File: src/rtl/mul_share_ctrl_if.sv
// Bundle of the signals exchanged by mul_share_ctrl.
// Requester side: req0/a0/b0 and req1/a1/b1, plus the gnt0/gnt1 pulses.
// Multiplier side: mul_a/mul_b go out to the multiplier and mul_m comes back.
// Result side: res, res_valid, res_id and busy.
// The slave modport is used by the controller. The master modport is used by
// whatever sits around it: the requesters, the multiplier and the result consumer.
interface mul_share_ctrl_if;
  logic       req0;
  logic [3:0] a0;
  logic [3:0] b0;
  logic       req1;
  logic [3:0] a1;
  logic [3:0] b1;
  logic       gnt0;
  logic       gnt1;
  logic [3:0] mul_a;
  logic [3:0] mul_b;
  logic [7:0] mul_m;
  logic [7:0] res;
  logic       res_valid;
  logic       res_id;
  logic       busy;

  modport slave (
    input  req0, a0, b0, req1, a1, b1, mul_m,
    output gnt0, gnt1, mul_a, mul_b, res, res_valid, res_id, busy
  );

  modport master (
    output req0, a0, b0, req1, a1, b1, mul_m,
    input  gnt0, gnt1, mul_a, mul_b, res, res_valid, res_id, busy
  );
endinterface

File: src/rtl/mul_share_ctrl.sv
// mul_share_ctrl: shares one combinational 4x4 multiplier between two requesters.
// The two requests are arbitrated round-robin. The winner's operands are
// registered onto mul_a/mul_b. After SETTLE_CYC cycles, mul_m is captured into
// res, tagged with res_id.
//
// Ports:
//   clk  - clock; all state updates on the rising edge
//   rst  - asynchronous, active-high reset
//   bus  - mul_share_ctrl_if.slave:
//            requests, operands and grant pulses
//            multiplier operands and product
//            res/res_valid/res_id and busy
//
// Parameter SETTLE_CYC (1..15): number of cycles the multiplier output is given
// to settle after its operands have been registered.
//
// Optional build macro MUL_ZERO_BYPASS_EN: a grant whose winning operand pair
// contains a zero produces res=0 in the grant cycle and skips the wait.
//
// state   | meaning
// --------+------------------------------------------------------------
// ST_IDLE | accepting requests; a request seen at an edge is granted
// ST_WAIT | operands on the multiplier, counting down the settle time
module mul_share_ctrl #(
  parameter int unsigned SETTLE_CYC = 1
) (
  input  logic              clk,
  input  logic              rst,
  mul_share_ctrl_if.slave   bus
);

  typedef enum logic {
    ST_IDLE = 1'b0,
    ST_WAIT = 1'b1
  } state_t;

  localparam logic [3:0] SETTLE_LD = 4'(SETTLE_CYC);

  state_t     state_q, state_d;
  logic [3:0] cnt_q, cnt_d;
  logic       last_id_q, last_id_d;
  logic       gnt0_q, gnt0_d;
  logic       gnt1_q, gnt1_d;
  logic [3:0] mul_a_q, mul_a_d;
  logic [3:0] mul_b_q, mul_b_d;
  logic [7:0] res_q, res_d;
  logic       res_valid_q, res_valid_d;
  logic       res_id_q, res_id_d;

  logic       any_req;
  logic       winner;
  logic [3:0] win_a;
  logic [3:0] win_b;

  assign any_req = bus.req0 | bus.req1;
  // On a tie the requester that did not win last time goes next.
  assign winner  = (bus.req0 & bus.req1) ? ~last_id_q : bus.req1;
  assign win_a   = winner ? bus.a1 : bus.a0;
  assign win_b   = winner ? bus.b1 : bus.b0;

`ifdef MUL_ZERO_BYPASS_EN
  logic zero_op;
  assign zero_op = (win_a == 4'd0) || (win_b == 4'd0);
`endif

  always_comb begin
    state_d     = state_q;
    cnt_d       = cnt_q;
    last_id_d   = last_id_q;
    gnt0_d      = 1'b0;
    gnt1_d      = 1'b0;
    mul_a_d     = mul_a_q;
    mul_b_d     = mul_b_q;
    res_d       = res_q;
    res_valid_d = 1'b0;
    res_id_d    = res_id_q;

    case (state_q)
      ST_IDLE: begin
        if (any_req) begin
          gnt0_d    = ~winner;
          gnt1_d    = winner;
          mul_a_d   = win_a;
          mul_b_d   = win_b;
          last_id_d = winner;
`ifdef MUL_ZERO_BYPASS_EN
          if (zero_op) begin
            res_d       = 8'd0;
            res_valid_d = 1'b1;
            res_id_d    = winner;
          end else begin
            cnt_d   = SETTLE_LD;
            state_d = ST_WAIT;
          end
`else
          cnt_d   = SETTLE_LD;
          state_d = ST_WAIT;
`endif
        end
      end
      ST_WAIT: begin
        // last_id_q still names the requester whose operands are on the multiplier.
        if (cnt_q == 4'd1) begin
          res_d       = bus.mul_m;
          res_valid_d = 1'b1;
          res_id_d    = last_id_q;
          cnt_d       = 4'd0;
          state_d     = ST_IDLE;
        end else begin
          cnt_d = cnt_q - 4'd1;
        end
      end
      default: state_d = ST_IDLE;
    endcase
  end

  always_ff @(posedge clk or posedge rst) begin
    if (rst) begin
      state_q     <= ST_IDLE;
      cnt_q       <= 4'd0;
      last_id_q   <= 1'b1;
      gnt0_q      <= 1'b0;
      gnt1_q      <= 1'b0;
      mul_a_q     <= 4'd0;
      mul_b_q     <= 4'd0;
      res_q       <= 8'd0;
      res_valid_q <= 1'b0;
      res_id_q    <= 1'b0;
    end else begin
      state_q     <= state_d;
      cnt_q       <= cnt_d;
      last_id_q   <= last_id_d;
      gnt0_q      <= gnt0_d;
      gnt1_q      <= gnt1_d;
      mul_a_q     <= mul_a_d;
      mul_b_q     <= mul_b_d;
      res_q       <= res_d;
      res_valid_q <= res_valid_d;
      res_id_q    <= res_id_d;
    end
  end

  assign bus.gnt0      = gnt0_q;
  assign bus.gnt1      = gnt1_q;
  assign bus.mul_a     = mul_a_q;
  assign bus.mul_b     = mul_b_q;
  assign bus.res       = res_q;
  assign bus.res_valid = res_valid_q;
  assign bus.res_id    = res_id_q;
  assign bus.busy      = (state_q != ST_IDLE);

endmodule

File: src/flat_wrapper.sv
// flat-port wrapper written by rule: the top's interface ports become plain ports
module mul_share_ctrl_flat 
#(
  parameter int unsigned SETTLE_CYC = 1
)
  (clk, rst, bus_req0, bus_a0, bus_b0, bus_req1, bus_a1, bus_b1, bus_mul_m, bus_gnt0, bus_gnt1, bus_mul_a, bus_mul_b, bus_res, bus_res_valid, bus_res_id, bus_busy);
  mul_share_ctrl_if bus_i ();
  input  logic clk;
  input  logic rst;
  input wire logic [$bits(bus_i.req0)-1:0] bus_req0;
  input wire logic [$bits(bus_i.a0)-1:0] bus_a0;
  input wire logic [$bits(bus_i.b0)-1:0] bus_b0;
  input wire logic [$bits(bus_i.req1)-1:0] bus_req1;
  input wire logic [$bits(bus_i.a1)-1:0] bus_a1;
  input wire logic [$bits(bus_i.b1)-1:0] bus_b1;
  input wire logic [$bits(bus_i.mul_m)-1:0] bus_mul_m;
  output wire logic [$bits(bus_i.gnt0)-1:0] bus_gnt0;
  output wire logic [$bits(bus_i.gnt1)-1:0] bus_gnt1;
  output wire logic [$bits(bus_i.mul_a)-1:0] bus_mul_a;
  output wire logic [$bits(bus_i.mul_b)-1:0] bus_mul_b;
  output wire logic [$bits(bus_i.res)-1:0] bus_res;
  output wire logic [$bits(bus_i.res_valid)-1:0] bus_res_valid;
  output wire logic [$bits(bus_i.res_id)-1:0] bus_res_id;
  output wire logic [$bits(bus_i.busy)-1:0] bus_busy;
  assign bus_i.req0 = bus_req0;
  assign bus_i.a0 = bus_a0;
  assign bus_i.b0 = bus_b0;
  assign bus_i.req1 = bus_req1;
  assign bus_i.a1 = bus_a1;
  assign bus_i.b1 = bus_b1;
  assign bus_i.mul_m = bus_mul_m;
  assign bus_gnt0 = bus_i.gnt0;
  assign bus_gnt1 = bus_i.gnt1;
  assign bus_mul_a = bus_i.mul_a;
  assign bus_mul_b = bus_i.mul_b;
  assign bus_res = bus_i.res;
  assign bus_res_valid = bus_i.res_valid;
  assign bus_res_id = bus_i.res_id;
  assign bus_busy = bus_i.busy;
  mul_share_ctrl #(.SETTLE_CYC(SETTLE_CYC)) u_core (.clk(clk), .rst(rst), .bus(bus_i));
endmodule
File: config.mk
export PLATFORM = sky130hd
export DESIGN_NAME = mul_share_ctrl_flat
export DESIGN_NICKNAME = d
export VERILOG_FILES = /design/src/rtl/mul_share_ctrl_if.sv /design/src/rtl/mul_share_ctrl.sv /design/src/flat_wrapper.sv
export SDC_FILE = /design/constraint.sdc
export NUM_CORES = 1
export LEC_CHECK = 0
export CORE_MARGIN = 1
export CORE_UTILIZATION = 37
export DETAILED_ROUTE_END_ITERATION = 12
export PLACE_DENSITY = 0.85
export SLEW_MARGIN = 20
export SYNTH_ARGS = -nofsm -noshare
export SYNTH_HDL_FRONTEND = slang
export SYNTH_SLANG_ARGS = --single-unit
File: constraint.sdc
create_clock -name clk -period 1.4 [get_ports clk]
set_input_delay 0.42 -clock clk [delete_from_list [all_inputs] [get_ports clk]]
set_output_delay 0.42 -clock clk [all_outputs]
set_load 0.02 [all_outputs]
======== Word-level counts from Yosys, hierarchy flattened ========
Cells that the tools add are included.
word-level totals
  register bits after elaboration ......... 26
  bits in latches ......................... 0
  bits in writable memories ............... 0
  ROM bits ................................ 0
  input bits .............................. 28
  output and inout port bits .............. 21
  word-level logic and storage cells ...... 35
  memories kept ........................... 0
cells by class
  add/subtract/negate cells ............... 1
  $mul .................................... 0
  div/mod/pow operators ................... 0
  $lt $le $gt $ge ......................... 0
  eq/ne operators ......................... 2
  shift operators ......................... 0
  muxes and demuxes ....................... 15
  bitwise operators ....................... 5
  reductions and logical operators ........ 2
operator list
  kind                                                                      number
  4-bit 2-to-1 mux                                                          4
  1-bit 2-to-1 mux                                                          9
  4-bit case mux with 2 select lines                                        1
  4-bit by 1-bit equality test with 1-bit output (second input constant)    1
  2-bit AND reduction                                                       2
  4-bit by 1-bit subtractor with 4-bit output (second input constant)       1
  1-bit inverter                                                            3
  2-bit by 1-bit inequality test with 1-bit output (second input constant)  1
  1-bit case mux with 2 select lines                                        1
  1-bit AND                                                                 1
  1-bit OR                                                                  1

======== Logic depth before layout (Yosys ltp) ========
  word-level depth ........................ 5
  depth in mapped cells ................... 6
  depth with buffers taken out ............ 5

======== Worst setup path before layout ========
No wires, ideal clock.
  path type ............................... flip-flop to flip-flop
  start ................................... reg u_core.state_q (netlist: u_core.bus.busy)
  end ..................................... reg u_core.res_q[0] (netlist: u_core.bus.res[0])
  library setup time ...................... 125 ps
  arrival ................................. 1,370 ps
  data required time ...................... 1,275 ps
  path slack .............................. -95 ps
  stages on the path, launching flop included .. 6
  buffers on the path ..................... 2
  clock period less this slack ............ 1,495 ps
  path through ............................ dfrtp_1 buf_4 inv_1 nor3_2 buf_4 mux2_2
between the ends
  cells in the longest elaborated chain, start to end .. 1
RTL lines
  item                                  line                   source
  start, declared                       mul_share_ctrl.sv:39   state_t state_q, state_d;
  start signal, assigned                mul_share_ctrl.sv:130  state_q <= state_d;
  2-bit AND reduction (no source line)  -
  end signal, assigned                  mul_share_ctrl.sv:137  res_q <= res_d;
  end, declared                         mul_share_ctrl.sv:46   logic [7:0] res_q, res_d;
No other way between the ends.
A chain may end at the register's enable or synchronous reset.

======== Worst setup path after layout ========
  start ................................... reg u_core.cnt_q[1]
  end ..................................... reg u_core.res_q[2] (netlist: u_core.bus.res[2])
between the ends
  cells in the longest elaborated chain, start to end .. 2
RTL lines
  item                                            line                   source
  start, declared                                 mul_share_ctrl.sv:40   logic [3:0] cnt_q, cnt_d;
  start signal, assigned                          mul_share_ctrl.sv:131  cnt_q <= cnt_d;
  4-bit by 1-bit equality test with 1-bit output  mul_share_ctrl.sv:103  if (cnt_q == 4'd1) begin
  2-bit AND reduction (no source line)            -
No other way between the ends.

==> flow_summary_export.csv <==
group,metric,value,unit
run_status,status,"finished, violations left",
run_status,violations,"negative setup slack",
critical_path,crit_fanout,6,
power,internal_power,2410,uW
placement,place_hpwl,2150,um
cells_and_area,finalNetCount,202,
critical_path,critical_path.top_delay_family,"flip-flops",
sta,hold_slack,0.288,ns
clocking,cts_buffers,3,
clocking,clk_latency,0.32,ns
route,routed_via_density,5.09,
power,switching_power,1490,uW
sta,postLayoutSetupSlackWorst,-0.103,ns
cells_and_area,syn_to_final_growth,68.7,%
route,vias,1029,
power,power.share.clock,9.5,%
critical_path,crit_buf_inv,2,
floorplan,coreArea,2780,um2
critical_path,cp.depth,6,
floorplan,dieArea,3200,um2
yosys,synth_fp_nets,125,
critical_path,rr_startpoint,"u_core.cnt_q[1]$_DFFE_PP0P_",
critical_path,r2r-end,"u_core.bus.res[2]$_DFFE_PP0P_",
placement,postPlaceCellArea,1830,um2
power,vdd_drop_max,0.00155,V
sta,clock_skew,0.00336,ns
run,drv_cap,0,
placement,dp_slack,-0.433,ns
grt,grt_max_degree,15,
critical_path,slowest_delay,0.42,ns
yosys,synthTopCellsByArea,"dfrtp_1, mux2_2, a21oi_1",
sta,fmax,0.665,GHz
critical_path,critPathLaunch,"u_core.cnt_q[1]$_DFFE_PP0P_",
sta,slew_viol_final,0,
placement,gp_congestion,0.791,
grt,grt-ovfl-total,0,
power,powerDensity,2100,nW/um2
clocking,cts-root-buf,"clkbuf_4",
cells_and_area,drive_gt1_share,42.7,%
route,wl,2970,um
critical_path,reg2reg_depth,6,
critical_path,critical_path.endpoint,"u_core.bus.res[2]$_DFFE_PP0P_",
sta,hold_viol,0,
critical_path,crit_required,1.62,ns
grt,grt_pass1_wl,4950,um
yosys,synth-seq-cells,26,
floorplan,ios,49,
route,remaining_drc_errors,0,
critical_path,crit_type,"reg2reg",
clocking,clockBufferDepth,2,
clocking,h-tree-depth,1,
power,swShare,38.2,%
yosys,ys_seq_area_share,59.1,%
min_path,hold_class,"in2async",
yosys,synth_cell_types,29,
grt,track_usage,20.0,%
route,ant_nets,0,
clocking,ctsHoldBuffers,0,
critical_path,crit_path_end_kind,"flop",
sta,fin_tns_setup,-0.799,ns
yosys,syn_area,1100,um2
critical_path,arrival,1.72,ns
placement,io_buffers,48,
grt,antenna_found_initial,0,
sta,final.min_clock_period,1.50,ns
cells_and_area,n_antenna_cell,0,
grt,grt_pass1_vias,1144,
floorplan,fp.dieW,56.6,um
power,p_leak,0.000908,uW
critical_path,crit_chain,"inv_2 -> ha_4 -> nand2b_4 -> nor3_4 -> buf_6 -> mux2_4",
sta,rsz0062_at_grt,"yes",
floorplan,dieHeight,56.6,um
yosys,synth_top_area_share,56.8,%
route,drt-wirelength-per-cell,14.7,um
sta,setup_viol,9,
sta,tightest_slew,0.300,ns
sta,post-route-period-util,107,%
critical_path,start_kind,"flop",
power,p_comb_share,55.9,%
yosys,synth.avg_cell_area,11.6,um2
clocking,cts_tree,"yes",
route,first_iter_violations,21,
yosys,yosys_warnings,0,
yosys,syn_inst,95,
critical_path,cpMaxStageDelayCell,"dfrtp_1",
cells_and_area,design_area,1860,um2
power,power_frac_seq,34.6,%
clocking,path_clk_slew,0.13,ns
clocking,cts_num_sinks,26,
floorplan,start_util,39.6,%
critical_path,r2r_slack,-0.10,ns
route,first_pass_iters,4,
floorplan,rows,19,
sta,relSlewSlack,80.0,%
yosys,yosysTopAreaCell,"dfrtp_1",
## cells in the final DEF (no fill, tap or decap), types with 2 or more instances in the layout
master	n
clkdlybuf4s50_1	25
mux2_4	9
buf_2	21
clkbuf_4	3
and3_1	2
nand2_1	7
dfrtp_1	24
a21oi_1	11
a221o_1	2
inv_1	3
buf_6	3
a21oi_2	2
nor2_1	9
buf_4	23
## synth_stat cells, drive strengths merged
library cell / count
dfrtp: 25
a21boi: 1
buf: 3
clkbuf: 1
o21ai: 2
dfstp: 1
inv: 4
nor2b: 1
o31ai: 1
or4: 1
and3: 2
a21oi: 13
nand3: 1
mux2: 9
a221o: 2
nand4b: 1
nor3: 2
nand2b: 1
a21bo: 1
ha: 2
o21ba: 1
a31oi: 1
o21bai: 1
or4b: 1
nor2: 9
mux2i: 1
nand2: 7
## per-stage QoR
stage | utilization (%) | std cells | total power (uW)
2_1_floorplan | - | 95 | 2550
3_3_place_gp | 65.8 | 190 | 3530
3_5_place_dp | 65.8 | 190 | 3610
4_1_cts | 67.0 | 200 | 3960
5_1_grt | 66.8 | 202 | 4150
6_report | 66.8 | 202 | 3900
## layout make-up
| type | count | area, um2 |
|---|---|---|
| Timing Repair Buffer | 76 | 614 |
| Tap cell | 31 | 38.8 |
| Multi-Input combinational cell | 61 | 502 |
| Sequential cell | 26 | 653 |
| Clock buffer | 4 | 36.3 |
| Inverter | 4 | 15.0 |
| Fill cell | 221 | 922 |
## worst reg2reg max path, stage by stage (launching register included)
cell and delay, ns:
dfrtp_1 0.42, inv_2 0.08, ha_4 0.14, nand2b_4 0.06, nor3_4 0.21, buf_6 0.18, mux2_4 0.31
## metal layers
| layer | up-vias | track usage [%] | share of wire (%) |
|---|---|---|---|
| met1 | 493 | 21.9 | 39 |
| li1 | 480 | - | - |
| met2 | 52 | 35.3 | 51 |
| met5 | - | 0 | 0 |
| met4 | 0 | 11.1 | 1.6 |
| met3 | 4 | 4.61 | 7.7 |
## state kept, by name, summed over array words and instances (netlist names)
register and flops:
u_core.bus.gnt0 1, u_core.bus.res_id 1, u_core.bus.mul_a 4, u_core.bus.res 8, u_core.bus.busy 1, u_core.last_id_q 1, u_core.bus.res_valid 1, u_core.bus.gnt1 1
u_core.cnt_q 4, u_core.bus.mul_b 4
## how the worst min path moves through the flow
| stage | start | endpoint | slack (ns) | cells past startpoint |
|---|---|---|---|---|
| CTS | rst | u_core.cnt_q[2]$_DFFE_PP0P_ | 0.28 | 2 |
| finish | rst | u_core.cnt_q[2]$_DFFE_PP0P_ | 0.29 | 2 |
| global route | rst | u_core.cnt_q[2]$_DFFE_PP0P_ | 0.28 | 2 |
| floorplan | u_core.cnt_q[3]$_DFFE_PP0P_ | u_core.cnt_q[3]$_DFFE_PP0P_ | 0.45 | 1 |
| global placement | u_core.cnt_q[3]$_DFFE_PP0P_ | u_core.cnt_q[3]$_DFFE_PP0P_ | 0.47 | 1 |
| detailed placement | u_core.bus.res[1]$_DFFE_PP0P_ | u_core.bus.res[1]$_DFFE_PP0P_ | 0.49 | 1 |
## what timing repair did
item,in CTS,in global routing
pin swaps,1,2
setup endpoints to repair,32,23
cloned,1,1
gates resized for setup,83,15
setup buffers,5,3
## power by group through the flow
stage | clock (uW) | combinational (uW) | sequential (uW)
after floorplan | 0 | 866 | 1690
after global placement | 0 | 2180 | 1350
after detailed placement | 0 | 2250 | 1360
after CTS | 389 | 2230 | 1340
after global routing | 412 | 2350 | 1390
final | 371 | 2180 | 1350
## kinds of logic (layout without fill, tap and decap cells)
group / Yosys count / count (layout) / synth area share (%)
AO/OA/AOI/OAI: 23 / 23 / 13.1
adder cells (fa/ha/maj): 2 / 2 / 2.27
buffers and inverters: 8 / 84 / 3.52
flip-flops: 26 / 26 / 59.1
multiplexers: 10 / 10 / 10.1
AND/OR/NAND/NOR: 26 / 26 / 11.9
Note: power is estimated with default switching activity, not from simulation.
